### src/rtl/axis_packet_arbiter_pkg.sv
// Shared types and helpers for the crossbar output-side arbiters.
package cross_bar_pkg;

  typedef enum logic {IDLE, LOCKED} arb_state_t;

  // Modulo-n increment, used to advance the round-robin pointer past a grant.
  function automatic int unsigned rr_next(input int unsigned ptr, input int unsigned n);
    return (ptr + 1 >= n) ? 0 : ptr + 1;
  endfunction

endpackage

### src/rtl/axis_packet_arbiter_if.sv
// Bundle of the N source streams plus the merged output stream of one
// crossbar output. master = arbiter view (drives merged stream and source
// readies), slave = environment view (sources and downstream sink).
interface axis_packet_arbiter_if #(
  parameter int S_SEL_WIDTH  = 3,
  parameter int S_CHANNEL_NO = 2**S_SEL_WIDTH,
  parameter int DATA_WIDTH   = 32
);
  logic [S_CHANNEL_NO-1:0][DATA_WIDTH-1:0] s_axis_tdata;
  logic [S_CHANNEL_NO-1:0]                 s_axis_tvalid;
  logic [S_CHANNEL_NO-1:0]                 s_axis_tlast;
  logic [S_CHANNEL_NO-1:0]                 s_axis_tready;
  logic [DATA_WIDTH-1:0]                   m_axis_tdata;
  logic                                    m_axis_tvalid;
  logic                                    m_axis_tlast;
  logic [S_SEL_WIDTH-1:0]                  m_axis_tid;
  logic                                    m_axis_tready;

  modport master (
    input  s_axis_tdata, s_axis_tvalid, s_axis_tlast, m_axis_tready,
    output s_axis_tready, m_axis_tdata, m_axis_tvalid, m_axis_tlast, m_axis_tid
  );

  modport slave (
    output s_axis_tdata, s_axis_tvalid, s_axis_tlast, m_axis_tready,
    input  s_axis_tready, m_axis_tdata, m_axis_tvalid, m_axis_tlast, m_axis_tid
  );
endinterface

### src/rtl/axis_packet_arbiter_picker.sv
// Combinational round-robin picker: first set request at or above rr_ptr,
// wrapping modulo N.
module round_robin_picker
  import cross_bar_pkg::*;
#(
  parameter int SEL_W = 3,
  parameter int N     = 2**SEL_W
) (
  input  logic [N-1:0]     req,
  input  logic [SEL_W-1:0] rr_ptr,
  output logic             found,
  output logic [SEL_W-1:0] idx
);

  // Scan N positions starting at rr_ptr; the first hit wins.
  always_comb begin
    int j;
    logic [SEL_W-1:0] jj;
    found = 1'b0;
    idx   = '0;
    j     = 0;
    jj    = '0;
    for (int i = 0; i < N; i++) begin
      j = int'(rr_ptr) + i;
      if (j >= N) j = j - N;
      jj = SEL_W'(j);
      if (!found && req[jj]) begin
        found = 1'b1;
        idx   = jj;
      end
    end
  end

endmodule

### src/rtl/axis_packet_arbiter.sv
// Packet-granular round-robin merge of N AXI-Stream sources into one
// registered AXI-Stream master. A grant is held from first beat to tlast.
module axis_packet_arbiter
  import cross_bar_pkg::*;
#(
  parameter int S_SEL_WIDTH  = 3,
  parameter int S_CHANNEL_NO = 2**S_SEL_WIDTH,
  parameter int DATA_WIDTH   = 32
) (
  input  logic                  aclk,
  input  logic                  areset,
  axis_packet_arbiter_if.master bus
);

  arb_state_t             state_q, state_d;
  logic [S_SEL_WIDTH-1:0] grant_q, grant_d;
  logic [S_SEL_WIDTH-1:0] rr_ptr_q, rr_ptr_d;
  logic [S_SEL_WIDTH-1:0] pick_idx;
  logic                   pick_found;
  logic                   out_free;
  logic                   accept;

  logic [DATA_WIDTH-1:0]  tdata_q;
  logic                   tvalid_q;
  logic                   tlast_q;
  logic [S_SEL_WIDTH-1:0] tid_q;

  round_robin_picker #(.SEL_W(S_SEL_WIDTH), .N(S_CHANNEL_NO)) u_picker (
    .req    (bus.s_axis_tvalid),
    .rr_ptr (rr_ptr_q),
    .found  (pick_found),
    .idx    (pick_idx)
  );

  // Output slot can take a beat if empty or draining this cycle.
  assign out_free = !tvalid_q || bus.m_axis_tready;

  // Arbitration state, grant and round-robin pointer.
  always_ff @(posedge aclk or negedge areset) begin
    if (!areset) begin
      state_q  <= IDLE;
      grant_q  <= '0;
      rr_ptr_q <= '0;
    end else begin
      state_q  <= state_d;
      grant_q  <= grant_d;
      rr_ptr_q <= rr_ptr_d;
    end
  end

  // Next state, source readies and beat acceptance.
  always_comb begin
    state_d           = state_q;
    grant_d           = grant_q;
    rr_ptr_d          = rr_ptr_q;
    accept            = 1'b0;
    bus.s_axis_tready = '0;
    case (state_q)
      IDLE: begin
        if (pick_found) begin
          grant_d = pick_idx;
          state_d = LOCKED;
        end
      end
      LOCKED: begin
        bus.s_axis_tready[grant_q] = out_free;
        accept = bus.s_axis_tvalid[grant_q] && out_free;
        // Lock is only released by tlast; a stalled source holds it.
        if (accept && bus.s_axis_tlast[grant_q]) begin
          state_d  = IDLE;
          rr_ptr_d = S_SEL_WIDTH'(rr_next(32'(grant_q), 32'(S_CHANNEL_NO)));
        end
      end
      default: state_d = IDLE;
    endcase
  end

  // Registered output stage: load on accept, clear valid on drain.
  always_ff @(posedge aclk or negedge areset) begin
    if (!areset) begin
      tvalid_q <= 1'b0;
      tlast_q  <= 1'b0;
      tdata_q  <= '0;
      tid_q    <= '0;
    end else if (accept) begin
      tvalid_q <= 1'b1;
      tlast_q  <= bus.s_axis_tlast[grant_q];
      tdata_q  <= bus.s_axis_tdata[grant_q];
      tid_q    <= grant_q;
    end else if (bus.m_axis_tready) begin
      tvalid_q <= 1'b0;
    end
  end

  assign bus.m_axis_tvalid = tvalid_q;
  assign bus.m_axis_tlast  = tlast_q;
  assign bus.m_axis_tdata  = tdata_q;
  assign bus.m_axis_tid    = tid_q;

endmodule
### src/flat_wrapper.sv
// flat-port wrapper written by rule: the top's interface ports become plain ports
module axis_packet_arbiter_flat import cross_bar_pkg::*;
#(
  parameter int S_SEL_WIDTH  = 3,
  parameter int S_CHANNEL_NO = 2**S_SEL_WIDTH,
  parameter int DATA_WIDTH   = 32
)
  (aclk, areset, bus_s_axis_tdata, bus_s_axis_tvalid, bus_s_axis_tlast, bus_m_axis_tready, bus_s_axis_tready, bus_m_axis_tdata, bus_m_axis_tvalid, bus_m_axis_tlast, bus_m_axis_tid);
  axis_packet_arbiter_if #(.S_SEL_WIDTH(S_SEL_WIDTH), .S_CHANNEL_NO(S_CHANNEL_NO), .DATA_WIDTH(DATA_WIDTH)) bus_i ();
  input  logic aclk;
  input  logic areset;
  input wire logic [$bits(bus_i.s_axis_tdata)-1:0] bus_s_axis_tdata;
  input wire logic [$bits(bus_i.s_axis_tvalid)-1:0] bus_s_axis_tvalid;
  input wire logic [$bits(bus_i.s_axis_tlast)-1:0] bus_s_axis_tlast;
  input wire logic [$bits(bus_i.m_axis_tready)-1:0] bus_m_axis_tready;
  output wire logic [$bits(bus_i.s_axis_tready)-1:0] bus_s_axis_tready;
  output wire logic [$bits(bus_i.m_axis_tdata)-1:0] bus_m_axis_tdata;
  output wire logic [$bits(bus_i.m_axis_tvalid)-1:0] bus_m_axis_tvalid;
  output wire logic [$bits(bus_i.m_axis_tlast)-1:0] bus_m_axis_tlast;
  output wire logic [$bits(bus_i.m_axis_tid)-1:0] bus_m_axis_tid;
  assign bus_i.s_axis_tdata = bus_s_axis_tdata;
  assign bus_i.s_axis_tvalid = bus_s_axis_tvalid;
  assign bus_i.s_axis_tlast = bus_s_axis_tlast;
  assign bus_i.m_axis_tready = bus_m_axis_tready;
  assign bus_s_axis_tready = bus_i.s_axis_tready;
  assign bus_m_axis_tdata = bus_i.m_axis_tdata;
  assign bus_m_axis_tvalid = bus_i.m_axis_tvalid;
  assign bus_m_axis_tlast = bus_i.m_axis_tlast;
  assign bus_m_axis_tid = bus_i.m_axis_tid;
  axis_packet_arbiter #(.S_SEL_WIDTH(S_SEL_WIDTH), .S_CHANNEL_NO(S_CHANNEL_NO), .DATA_WIDTH(DATA_WIDTH)) u_core (.aclk(aclk), .areset(areset), .bus(bus_i));
endmodule
### config.mk
export PLATFORM = sky130hd
export DESIGN_NAME = axis_packet_arbiter_flat
export DESIGN_NICKNAME = d
export VERILOG_FILES = /design/src/rtl/axis_packet_arbiter_pkg.sv /design/src/rtl/axis_packet_arbiter_if.sv /design/src/rtl/axis_packet_arbiter_picker.sv /design/src/rtl/axis_packet_arbiter.sv /design/src/flat_wrapper.sv
export SDC_FILE = /design/constraint.sdc
export NUM_CORES = 1
export LEC_CHECK = 0
export CAP_MARGIN = 5
export CORE_AREA = 2 2 123 125
export DETAILED_ROUTE_END_ITERATION = 16
export DIE_AREA = 0 0 125 127
export DONT_BUFFER_PORTS = 1
export GPL_ROUTABILITY_DRIVEN = 0
export PLACE_DENSITY_LB_ADDON = 0.08
export SLEW_MARGIN = 20
export SYNTH_ARGS = -nofsm -noshare
export SYNTH_HDL_FRONTEND = slang
export SYNTH_SLANG_ARGS = --single-unit
### constraint.sdc
create_clock -name aclk -period 9.1 [get_ports aclk]
set_input_delay 0.91 -clock aclk [delete_from_list [all_inputs] [get_ports aclk]]
set_output_delay 0.91 -clock aclk [all_outputs]
set_load 0.1 [all_outputs]
==> flow_summary.json, run 1 <==
{
  "outcome": "finished clean",
  "worst_slew_pin_slew_ns": 1.07,
  "seq_area_mm2": 0.00111,
  "worst_path_top_cell_family_by_delay": "flip-flops",
  "first_global_vias": 3786,
  "numPortBuffers": 0,
  "worst_slew_margin_rel": 0.288,
  "route.detailed.drc": 0,
  "dp_hpwl_um": 12200,
  "wire_length_of_the_first_global_routing_pass_um": 22800,
  "globalRouteTotalUtil": 0.187,
  "final_layout_size_suffix_gt1_frac": 0.312,
  "design.portCount": 320,
  "floorplan.die.height_um": 127,
  "swShare": 0.600,
  "rsz_0062_raised_after_global_routing": "false",
  "cts_tree": "done",
  "netlist_top_cells_count": "sky130_fd_sc_hd__mux4_2, sky130_fd_sc_hd__nand2_1, sky130_fd_sc_hd__nor2_1, sky130_fd_sc_hd__dfrtp_1, sky130_fd_sc_hd__a21oi_1",
  "synth.most_common_cell": "sky130_fd_sc_hd__mux4_2",
  "ys_seq_elements": 44,
  "timing.critical_path.slowest_cell_delay_ns": 0.95,
  "post_synth_main_area_contributors": "sky130_fd_sc_hd__mux4_2, sky130_fd_sc_hd__dfrtp_1, sky130_fd_sc_hd__mux2i_1",
  "cts.reportedPaths.clkPinSlew_ns": 0.06,
  "clkSinkCount": 44,
  "crit_required_ns": 9.26,
  "floorplan.initialDensity": 0.325,
  "synthArstFlopShare": 1.00,
  "cpMaxStageDelayCell": "sky130_fd_sc_hd__dfrtp_1",
  "intPower_w": 0.00106,
  "p_switching_w": 0.00160,
  "antenna-diode-count": 0,
  "detailed_place.area_mm2": 0.00482,
  "detail_route.iter0.violations": 122,
  "placement.setup.worst_slack_ns": 5.01,
  "aggregate_routed_wire_length_um": 15500,
  "max_slew_vio_count": 0,
  "power_frac_seq": 0.411,
  "cp_data_arrival_time_ns": 4.22,
  "critPathBufInv": 1,
  "setup.worst_path.class": "flop to flop",
  "largest_net_degree_at_the_start_of_global_routing": 76,
  "finalHoldViolations": 0,
  "antenna_violations_before_repair": 0,
  "finalSetupViolCount": 0,
  "firstDrtPassIters": 4,
  "cap_violations": 0,
  "seq_area_frac_synth": 0.235,
  "die_w_um": 125,
  "hold_path_class": "primary input to asynchronous set/reset pin",
  "skew_ns": 0.00338,
  "crit_path_max_fanout": 23,
  "route.vias.total": 3567,
  "finish.instance_area_mm2": 0.00497,
  "synth_ff_type": "sky130_fd_sc_hd__dfrtp_1",
  "post_cts_resize_count": 0,
  "antenna_violating_nets_post_route": 0,
  "final_net_count": 674,
  "post_cts_buffers": 0,
  "synthesis.area_mm2": 0.00468,
  "post-route-worst-setup-slack_ns": 5.04,
  "cellPowerDensity_mw_per_mm2": 535,
  "design.core.area_mm2": 0.0144,
  "timing.critical_path.cells": "inv_1 -> ha_1 -> mux4_2 -> a21o_1 -> o32ai_4 -> nand3_1 -> nor4_1 -> a211o_1 -> o21ai_0",
  "buffer_levels_on_the_longest_clock_path": 2,
  "area_growth_syn_to_layout_pct": 6.20,
  "fin_worst_hold_slack_ns": 0.312,
  "synth_cell_type_count": 57,
  "number_of_nets_in_the_synthesized_netlist": 699,
  "filler_cell_count": 1472,
  "worst_setup_path_start_kind": "flop",
  "logic_gate_share_of_total_power": 0.518,
  "synth_top_area_share": 0.361,
  "synth_top_cell_by_area": "sky130_fd_sc_hd__mux4_2",
  "vias_per_cell": 6.14,
  "leakage_nw": 1.77,
  "final.min_clock_period_ns": 4.06,
  "cts_max_level": 2,
  "clk_root_buffer_cell": "sky130_fd_sc_hd__clkbuf_16",
  "multi_input_comb_area_mm2": 0.00337,
  "cts_hold_repair.buffers": 0,
  "post_drt_wl_per_cell_um": 26.7,
  "fmax_ghz": 0.246,
  "clk_latency_ns": 0.29,
  "number_of_rows_in_the_core_area": 44,
  "power_frac_clock": 0.071,
  "vdd.ir_drop.worst_mv": 0.201,
  "fp.dieArea_mm2": 0.0159,
  "synth_enable_flop_cells": 0,
  "cts-buffers-inserted": 5,
  "synthesis.yosys.warnings": 0,
  "totalNegativeSetupSlack_ns": 0,
  "synth_area_per_cell_um2": 11.1,
  "endpoint_kind": "flop",
  "worst-r2r-setup-slack_ns": 5.04,
  "remaining_overflow_grt": 0,
  "post-route-period-util": 0.446,
  "synth_cells": 421
}
## layout make-up
| type | count | share of cell area |
|---|---|---|
| multi-input cells | 328 | 0.678 |
| flip-flops and latches | 44 | 0.223 |
| well taps | 184 | 0.0463 |
| clock buffers | 8 | 0.0294 |
| repair buffers | 5 | 0.0146 |
| inverters | 12 | 0.00906 |
## path summary, 6_finish.rpt
kind / depth (start not counted) / end / start
worst max-delay path: 9 / u_core.grant_q[2] / u_core.rr_ptr_q[0]
worst min-delay path: 0 / u_core.bus.m_axis_tdata[16] / areset
worst min register to register: 1 / u_core.grant_q[0] / u_core.state_q
min in group aclk: 1 / u_core.grant_q[0] / u_core.state_q
worst max register to register: 9 / u_core.grant_q[2] / u_core.rr_ptr_q[0]
max in group asynchronous: 0 / u_core.bus.m_axis_tdata[12] / areset
## worst reg2reg max path, cell delays in order, from the launching register on
cell and delay [ns]:
sky130_fd_sc_hd__dfrtp_1 0.95, sky130_fd_sc_hd__inv_1 0.29, sky130_fd_sc_hd__ha_1 0.71, sky130_fd_sc_hd__mux4_2 0.61, sky130_fd_sc_hd__a21o_1 0.26, sky130_fd_sc_hd__o32ai_4 0.32, sky130_fd_sc_hd__nand3_1 0.23, sky130_fd_sc_hd__nor4_1 0.35
sky130_fd_sc_hd__a211o_1 0.15, sky130_fd_sc_hd__o21ai_0 0.07
## per-layer routing
metal,vias to the layer above,routed length (um),GRT usage
li1,1602,-,-
met2,208,8050,0.327
met1,1744,6010,0.233
met3,13,1250,0.0532
met5,-,0,0
met4,0,191,0.0379
## cells in the final DEF (no fill, tap or decap), types with 3 or more instances in the layout
master,n
sky130_fd_sc_hd__o21ai_0,10
sky130_fd_sc_hd__a21oi_1,26
sky130_fd_sc_hd__buf_4,3
sky130_fd_sc_hd__mux4_2,75
sky130_fd_sc_hd__dfrtp_1,42
sky130_fd_sc_hd__nor3_1,8
sky130_fd_sc_hd__mux4_1,3
sky130_fd_sc_hd__and2_2,3
sky130_fd_sc_hd__a31oi_1,17
sky130_fd_sc_hd__nor2_1,40
sky130_fd_sc_hd__ha_1,3
sky130_fd_sc_hd__inv_1,11
sky130_fd_sc_hd__mux2_2,10
sky130_fd_sc_hd__nor2_2,6
sky130_fd_sc_hd__nand3_1,4
sky130_fd_sc_hd__mux2i_1,22
sky130_fd_sc_hd__clkbuf_16,7
sky130_fd_sc_hd__nand2_1,54
sky130_fd_sc_hd__a21o_1,3
## power by group through the flow
stage | clock [W] | sequential [W] | combinational, W
after global routing | 0.000203 | 0.00112 | 0.00152
after global placement | 0 | 0.00111 | 0.00138
after CTS | 0.000196 | 0.00110 | 0.00139
after detailed placement | 0 | 0.00110 | 0.00139
final | 0.000188 | 0.00109 | 0.00138
after floorplan | 0 | 0.000949 | 0.00129
## sequential cells by signal (all words and copies together), names as in the netlist
name,flops
u_core.rr_ptr_q,3
u_core.bus.m_axis_tid,3
u_core.state_q,1
u_core.bus.m_axis_tvalid,1
u_core.bus.m_axis_tlast,1
u_core.bus.m_axis_tdata,32
u_core.grant_q,3
## cells by family after synthesis
group / Yosys count / synth area share
AND/OR/NAND/NOR: 127 / 0.116
multiplexers: 113 / 0.458
AO/OA/AOI/OAI: 83 / 0.122
buffers and inverters: 49 / 0.0529
flip-flops: 44 / 0.235
adder cells (fa/ha/maj): 3 / 0.00802
XOR/XNOR: 2 / 0.00775
## metrics by stage
step                std cells  power (W)   util
floorplan                 421    0.00224      -
global placement          573    0.00249  0.334
detailed placement        573    0.00249  0.334
CTS                       581    0.00269  0.345
global route              581    0.00284  0.345
finish                    581    0.00266  0.345
Power figures use the tool's default switching activity.
==> run 2, diff against run 1 <==
- ABC_AREA: unset -> 1
- CORE_AREA: 2 2 123 125 -> 2 2 125 127
- DIE_AREA: 0 0 125 127 -> 0 0 127 129
- clock period: 9.1 -> 3.8 ns (I/O delays scaled with it)
==> run 2 against run 1 <==
  * Routed wire length up 21%
  * First-iteration DRC count rose to 3.4 times the previous value
  * Non-clock buffer count grew 15
  * Critical path type unchanged
  * Largest cell class unchanged
  * Largest power group unchanged
==> flow_summary.json, run 2 <==
{
  "die_w_um": 127,
  "synth.most_common_cell": "sky130_fd_sc_hd__nor2_1",
  "globalRouteTotalUtil": 0.217,
  "cts-buffers-inserted": 5,
  "fp.dieArea_mm2": 0.0164,
  "final_layout_size_suffix_gt1_frac": 0.0986,
  "vias_per_cell": 5.74,
  "placed_cells": 878,
  "fmax_ghz": 0.362,
  "area_growth_syn_to_layout_pct": 9.41,
  "totalNegativeSetupSlack_ns": 0,
  "setup.worst_path.class": "flop to flop",
  "design.core.area_mm2": 0.0150,
  "aggregate_routed_wire_length_um": 18700,
  "detailed_place.area_mm2": 0.00452,
  "dp_hpwl_um": 14500,
  "largest_net_degree_at_the_start_of_global_routing": 77,
  "netlist_top_cells_count": "sky130_fd_sc_hd__nor2_1, sky130_fd_sc_hd__o21ai_0, sky130_fd_sc_hd__nand2_1, sky130_fd_sc_hd__o22ai_1, sky130_fd_sc_hd__dfrtp_1",
  "clkSinkCount": 44,
  "max_slew_vio_count": 0,
  "remaining_overflow_grt": 0,
  "number_of_rows_in_the_core_area": 45,
  "cts.reportedPaths.clkPinSlew_ns": 0.07,
  "numPortBuffers": 0,
  "worst_setup_path_start_kind": "flop",
  "route.detailed.drc": 0,
  "seq_area_frac_synth": 0.254,
  "synth_cell_type_count": 37,
  "synthesis.area_mm2": 0.00433,
  "worst_slew_pin_slew_ns": 0.977,
  "antenna_violating_nets_post_route": 0,
  "outcome": "finished clean",
  "fin_cells": 891,
  "synth_cells": 723,
  "post_synth_main_area_contributors": "sky130_fd_sc_hd__dfrtp_1, sky130_fd_sc_hd__o21ai_0, sky130_fd_sc_hd__nor2_1",
  "synth_ff_type": "sky130_fd_sc_hd__dfrtp_1",
  "post_drt_wl_per_cell_um": 21.0,
  "ys_seq_elements": 44,
  "worst_slew_margin_rel": 0.349,
  "first_global_vias": 4810,
  "largest_register_ffs": 32,
  "clk_latency_ns": 0.30,
  "floorplan.die.height_um": 129,
  "layout_commonest_cell": "sky130_fd_sc_hd__nor2_1",
  "crit_path_max_fanout": 10,
  "post-route-period-util": 0.726,
  "finalSetupViolCount": 0,
  "antenna_violations_before_repair": 5,
  "endpoint_kind": "flop",
  "post_cts_buffers": 0,
  "synthArstFlopShare": 1.00,
  "synthesis.yosys.warnings": 0,
  "synth_area_per_cell_um2": 5.99,
  "route.vias.total": 5113,
  "cts_tree": "done",
  "synth_enable_flop_cells": 0,
  "cellPowerDensity_mw_per_mm2": 1330,
  "crit_required_ns": 3.99,
  "final_net_count": 977,
  "synth_top_cell_by_area": "sky130_fd_sc_hd__dfrtp_1",
  "finalHoldViolations": 0,
  "most_frequent_cells_in_the_layout": "sky130_fd_sc_hd__nor2_1, sky130_fd_sc_hd__o21ai_0, sky130_fd_sc_hd__nand2_1",
  "cap_violations": 0,
  "wire_length_of_the_first_global_routing_pass_um": 26800,
  "rsz_0062_raised_after_global_routing": "false",
  "cts_max_level": 2,
  "buffer_levels_on_the_longest_clock_path": 2,
  "design.portCount": 320,
  "firstDrtPassIters": 5,
  "skew_ns": 0.00705,
  "final.min_clock_period_ns": 2.76,
  "clk_root_buffer_cell": "sky130_fd_sc_hd__clkbuf_16",
  "synth_top_area_share": 0.254,
  "floorplan.initialDensity": 0.289,
  "cp_data_arrival_time_ns": 2.95,
  "filler_cell_count": 1675,
  "hold_path_class": "primary input to flop",
  "number_of_nets_in_the_synthesized_netlist": 1001,
  "leakage_nw": 1.96,
  "finish.instance_area_mm2": 0.00474,
  "vdd.ir_drop.worst_mv": 0.329,
  "detail_route.iter0.violations": 413
}
[run 2: changes by cell type after synthesis, moves of 10 or more]
cell	previous run	this run
sky130_fd_sc_hd__a21oi_1	27	4
sky130_fd_sc_hd__mux2_2	10	0
sky130_fd_sc_hd__mux2i_1	22	0
sky130_fd_sc_hd__o22ai_1	0	65
sky130_fd_sc_hd__o21ai_1	0	20
sky130_fd_sc_hd__clkbuf_1	22	39
sky130_fd_sc_hd__o21ai_0	10	155
sky130_fd_sc_hd__nand3_1	4	24
sky130_fd_sc_hd__a31oi_1	17	1
sky130_fd_sc_hd__nor2_1	46	193
sky130_fd_sc_hd__nand2_1	54	99
sky130_fd_sc_hd__mux4_2	75	0
[run 2: kinds of logic (layout without fill, tap and decap cells)]
kind of cell / Yosys count / count (layout) / synth area share
and+or+nand+nor: 344 / 344 / 0.340
AOI/OAI and AO/OA: 250 / 250 / 0.311
buffers and inverters: 78 / 55 / 0.0756
DFF: 44 / 44 / 0.254
xor gates and xnor gates: 4 / 4 / 0.00982
adders and majority gates: 3 / 3 / 0.00866
other: 0 / 3 / 0
[run 2: layer usage]
metal  up-vias  GRT usage  part of all wire
met3        36     0.0570             0.097
li1       2423          -                 -
met2       306      0.378              0.48
met4         2     0.0795             0.028
met1      2346      0.258              0.40
met5         -          0           0.00064
[run 2: area by class of cell]
class                           count  area [um^2]  share of cell area
Antenna cell                        3         7.51             0.00158
Clock buffer                        6          139              0.0293
Clock inverter                      2         38.8             0.00818
Inverter                           27          104              0.0219
Multi-Input combinational cell    601         2930               0.617
Sequential cell                    44         1100               0.233
Tap cell                          188          235              0.0496
Timing Repair Buffer               20          185              0.0391
[run 2: repair_timing]
action                                 4_1_cts  5_1_grt
hold buffers                                 2        0
resized for setup                            0        0
endpoints found under the hold margin       44        0
[run 2: metrics by stage]
stage | utilization | hold WS (ns) | total power (W) | setup WS [ns]
2_1_floorplan | - | 0.0844 | 0.00487 | 0.964
3_3_place_gp | 0.302 | 0.0860 | 0.00572 | 1.16
3_5_place_dp | 0.302 | 0.0859 | 0.00575 | 1.08
4_1_cts | 0.316 | 0.172 | 0.00633 | 1.05
5_1_grt | 0.316 | 0.200 | 0.00680 | 0.776
6_report | 0.317 | 0.182 | 0.00630 | 1.04
[run 2: final timing paths]
check	depth (start not counted)	to	from	slack, ns
setup / recovery	14	u_core.grant_q[1]	u_core.rr_ptr_q[1]	1.04
hold / removal	1	u_core.bus.m_axis_tvalid	bus_m_axis_tready	0.18
setup reg to reg	14	u_core.grant_q[1]	u_core.rr_ptr_q[1]	1.04
hold reg to reg	2	u_core.state_q	u_core.state_q	0.53
max in group asynchronous	2	u_core.grant_q[0]	areset	2.98
min in group asynchronous	2	u_core.bus.m_axis_tdata[15]	areset	0.57
[run 2: report_power, final]
| part | internal (W) | leakage, nW | switching (W) | total (W) |
|---|---|---|---|---|
| Sequential | 0.000672 | 0.544 | 0.00166 | 0.00234 |
| Combinational | 0.00107 | 1.33 | 0.00237 | 0.00343 |
| Clock | 0.000330 | 0.0871 | 0.000200 | 0.000530 |
| Total | 0.00207 | 1.96 | 0.00423 | 0.00630 |
[run 2: worst max-delay path, stage by stage (launching register included)]
cell                       delay [ns]
sky130_fd_sc_hd__dfrtp_1         0.59
sky130_fd_sc_hd__clkinv_2        0.23
sky130_fd_sc_hd__ha_1            0.40
sky130_fd_sc_hd__inv_1           0.21
sky130_fd_sc_hd__nand3_1         0.16
sky130_fd_sc_hd__nand3_2         0.12
sky130_fd_sc_hd__nand2_2         0.11
sky130_fd_sc_hd__nor2_8          0.12
sky130_fd_sc_hd__nand4_4         0.11
sky130_fd_sc_hd__nor2_4          0.17
sky130_fd_sc_hd__nand3_2         0.13
sky130_fd_sc_hd__nor2_1          0.13
sky130_fd_sc_hd__nor2_1          0.05
sky130_fd_sc_hd__nand2_1         0.06
sky130_fd_sc_hd__nand2_1         0.05
==> run 3, diff against run 2 <==
- clock period: 3.8 -> 2.4 ns (I/O delays scaled with it)
==> run 3 against run 2 <==
  * Global-route usage grew 0.26 points
  * Cell count grew 4.9%
  * Total power grew 68%
  * Clock-buffer cell count grew 2
  * Cell area grew 8.4%
  * First-iteration DRC count shrank 23%
  * Worst setup slack lost 0.87 ns
  * Clock skew is essentially flat
  * Critical path type unchanged
  * Largest power group unchanged
  * Highest routed layer unchanged
==> flow_summary.json, run 3 (synthesis gave the netlist of run 2 again) <==
{
  "placement.setup.worst_slack_ns": 0.114,
  "worst_slew_margin_rel": 0.634,
  "rr_worst_depth": 14,
  "vias_per_cell": 5.66,
  "design.portCount": 320,
  "crit_required_ns": 2.59,
  "largest_register_ffs": 32,
  "timing.critical_path.slowest_cell_delay_ns": 0.37,
  "critPathBufInv": 2,
  "floorplan.die.height_um": 129,
  "worst_slew_pin_slew_ns": 0.549,
  "clk_root_buffer_cell": "sky130_fd_sc_hd__clkbuf_16",
  "design_power_total_w": 0.0106,
  "cts.reportedPaths.clkPinSlew_ns": 0.07,
  "skew_ns": 0.00687,
  "number_of_rows_in_the_core_area": 45,
  "design.core.area_mm2": 0.0150,
  "remaining_overflow_grt": 0,
  "globalRouteTotalUtil": 0.219,
  "cellPowerDensity_mw_per_mm2": 2050,
  "hold_path_class": "primary input to flop",
  "rsz_0062_raised_after_global_routing": "false",
  "cpMaxStageDelayCell": "sky130_fd_sc_hd__dfrtp_1",
  "layout_commonest_cell": "sky130_fd_sc_hd__nor2_1",
  "first_global_vias": 5154,
  "wire_length_of_the_first_global_routing_pass_um": 27600,
  "most_frequent_cells_in_the_layout": "sky130_fd_sc_hd__nor2_1, sky130_fd_sc_hd__o21ai_0, sky130_fd_sc_hd__nand2_1",
  "finalSetupViolCount": 0,
  "numPortBuffers": 0,
  "clk_latency_ns": 0.30,
  "finalHoldViolations": 0,
  "timing.hold.worst_path_depth": 1,
  "timing.critical_path.cells": "clkinv_2 -> ha_1 -> inv_2 -> nand3_1 -> nand3_2 -> nand2_2 -> nor2_8 -> nand4_4 -> nor2_4 -> nand3_2 -> nor2_1 -> nor2_1 -> nand2_1 -> nand2_1",
  "worst_path_top_cell_family_by_delay": "simple AND/OR/NAND/NOR gates",
  "vdd.ir_drop.worst_mv": 0.524,
  "max_slew_vio_count": 0,
  "outcome": "finished clean",
  "fp.dieArea_mm2": 0.0164,
  "cts-buffers-inserted": 5,
  "leakage_nw": 2.19,
  "route.detailed.drc": 0,
  "cap_violations": 0,
  "final_layout_size_suffix_gt1_frac": 0.152,
  "final.min_clock_period_ns": 2.23,
  "crit_path_max_fanout": 6,
  "detail_route.iter0.violations": 319,
  "dp_hpwl_um": 14500,
  "endpoint_kind": "flop",
  "setup.worst_path.class": "flop to flop",
  "clkSinkCount": 44,
  "fmax_ghz": 0.449,
  "area_growth_syn_to_layout_pct": 18.6,
  "antenna_violations_before_repair": 5,
  "largest_net_degree_at_the_start_of_global_routing": 139,
  "floorplan.initialDensity": 0.289,
  "post_drt_wl_per_cell_um": 20.2,
  "post-route-period-util": 0.927,
  "cts_tree": "done",
  "buffer_levels_on_the_longest_clock_path": 2,
  "aggregate_routed_wire_length_um": 18900,
  "antenna_violating_nets_post_route": 0,
  "firstDrtPassIters": 5,
  "worst_setup_path_start_kind": "flop",
  "die_w_um": 127,
  "utilization": 0.343,
  "post-route-worst-setup-slack_ns": 0.175,
  "cp_data_arrival_time_ns": 2.42,
  "worstSetupPathDepth": 14,
  "route.vias.total": 5293,
  "final_net_count": 1021,
  "cts_max_level": 2
}
-- run 3: worst paths after layout --
| path | slack (ns) | end | start |
|---|---|---|---|
| min | 0.05 | u_core.bus.m_axis_tvalid | bus_m_axis_tready |
| min reg2reg | 0.49 | u_core.bus.m_axis_tdata[20] | u_core.bus.m_axis_tdata[20] |
| max in group asynchronous | 1.71 | u_core.grant_q[0] | areset |
| max reg2reg | 0.17 | u_core.grant_q[2] | u_core.rr_ptr_q[1] |
| max | 0.17 | u_core.grant_q[2] | u_core.rr_ptr_q[1] |
| min in group asynchronous | 0.45 | u_core.bus.m_axis_tdata[16] | areset |
-- run 3: power breakdown --
group | switching, W | internal (W) | total, W
combinational | 0.00630 | 0.00223 | 0.00853
sequential | 0.000158 | 0.00111 | 0.00127
clock | 0.000312 | 0.000444 | 0.000756
total | 0.00677 | 0.00379 | 0.0106
-- run 3: cell type report --
class | count | area (um^2)
tap | 188 | 235
inverter | 27 | 104
antenna | 3 | 7.51
timing repair buffer | 64 | 603
multi-input combinational | 601 | 2930
fill | 1670 | 9840
clock buffer | 8 | 156
sequential | 44 | 1100
-- run 3: timing repair --
action / 4_1_cts / 5_1_grt
setup buffers: 0 / 1
endpoints found under the hold margin: 44 / 0
resized for setup: 0 / 1
hold buffers: 2 / 0
setup endpoints to repair: 0 / 3
-- run 3: through the flow --
stage | setup TNS [ns] | instances | area [um^2] | hold slack (ns)
after floorplan | -2.35 | 723 | 4330 | -0.0556
after global placement | 0 | 921 | 4930 | -0.0542
after detailed placement | 0 | 921 | 4930 | -0.0542
after CTS | 0 | 931 | 5120 | 0.0413
after global routing | 0 | 934 | 5140 | 0.0682
final | 0 | 935 | 5140 | 0.0496
-- run 3: layer usage --
layer / share of wire / track usage / vias up
li1: - / - / 2510
met1: 0.39 / 0.239 / 2430
met2: 0.49 / 0.395 / 309
met3: 0.095 / 0.0740 / 40
met4: 0.025 / 0.0834 / 4
met5: 0.0016 / 0 / -
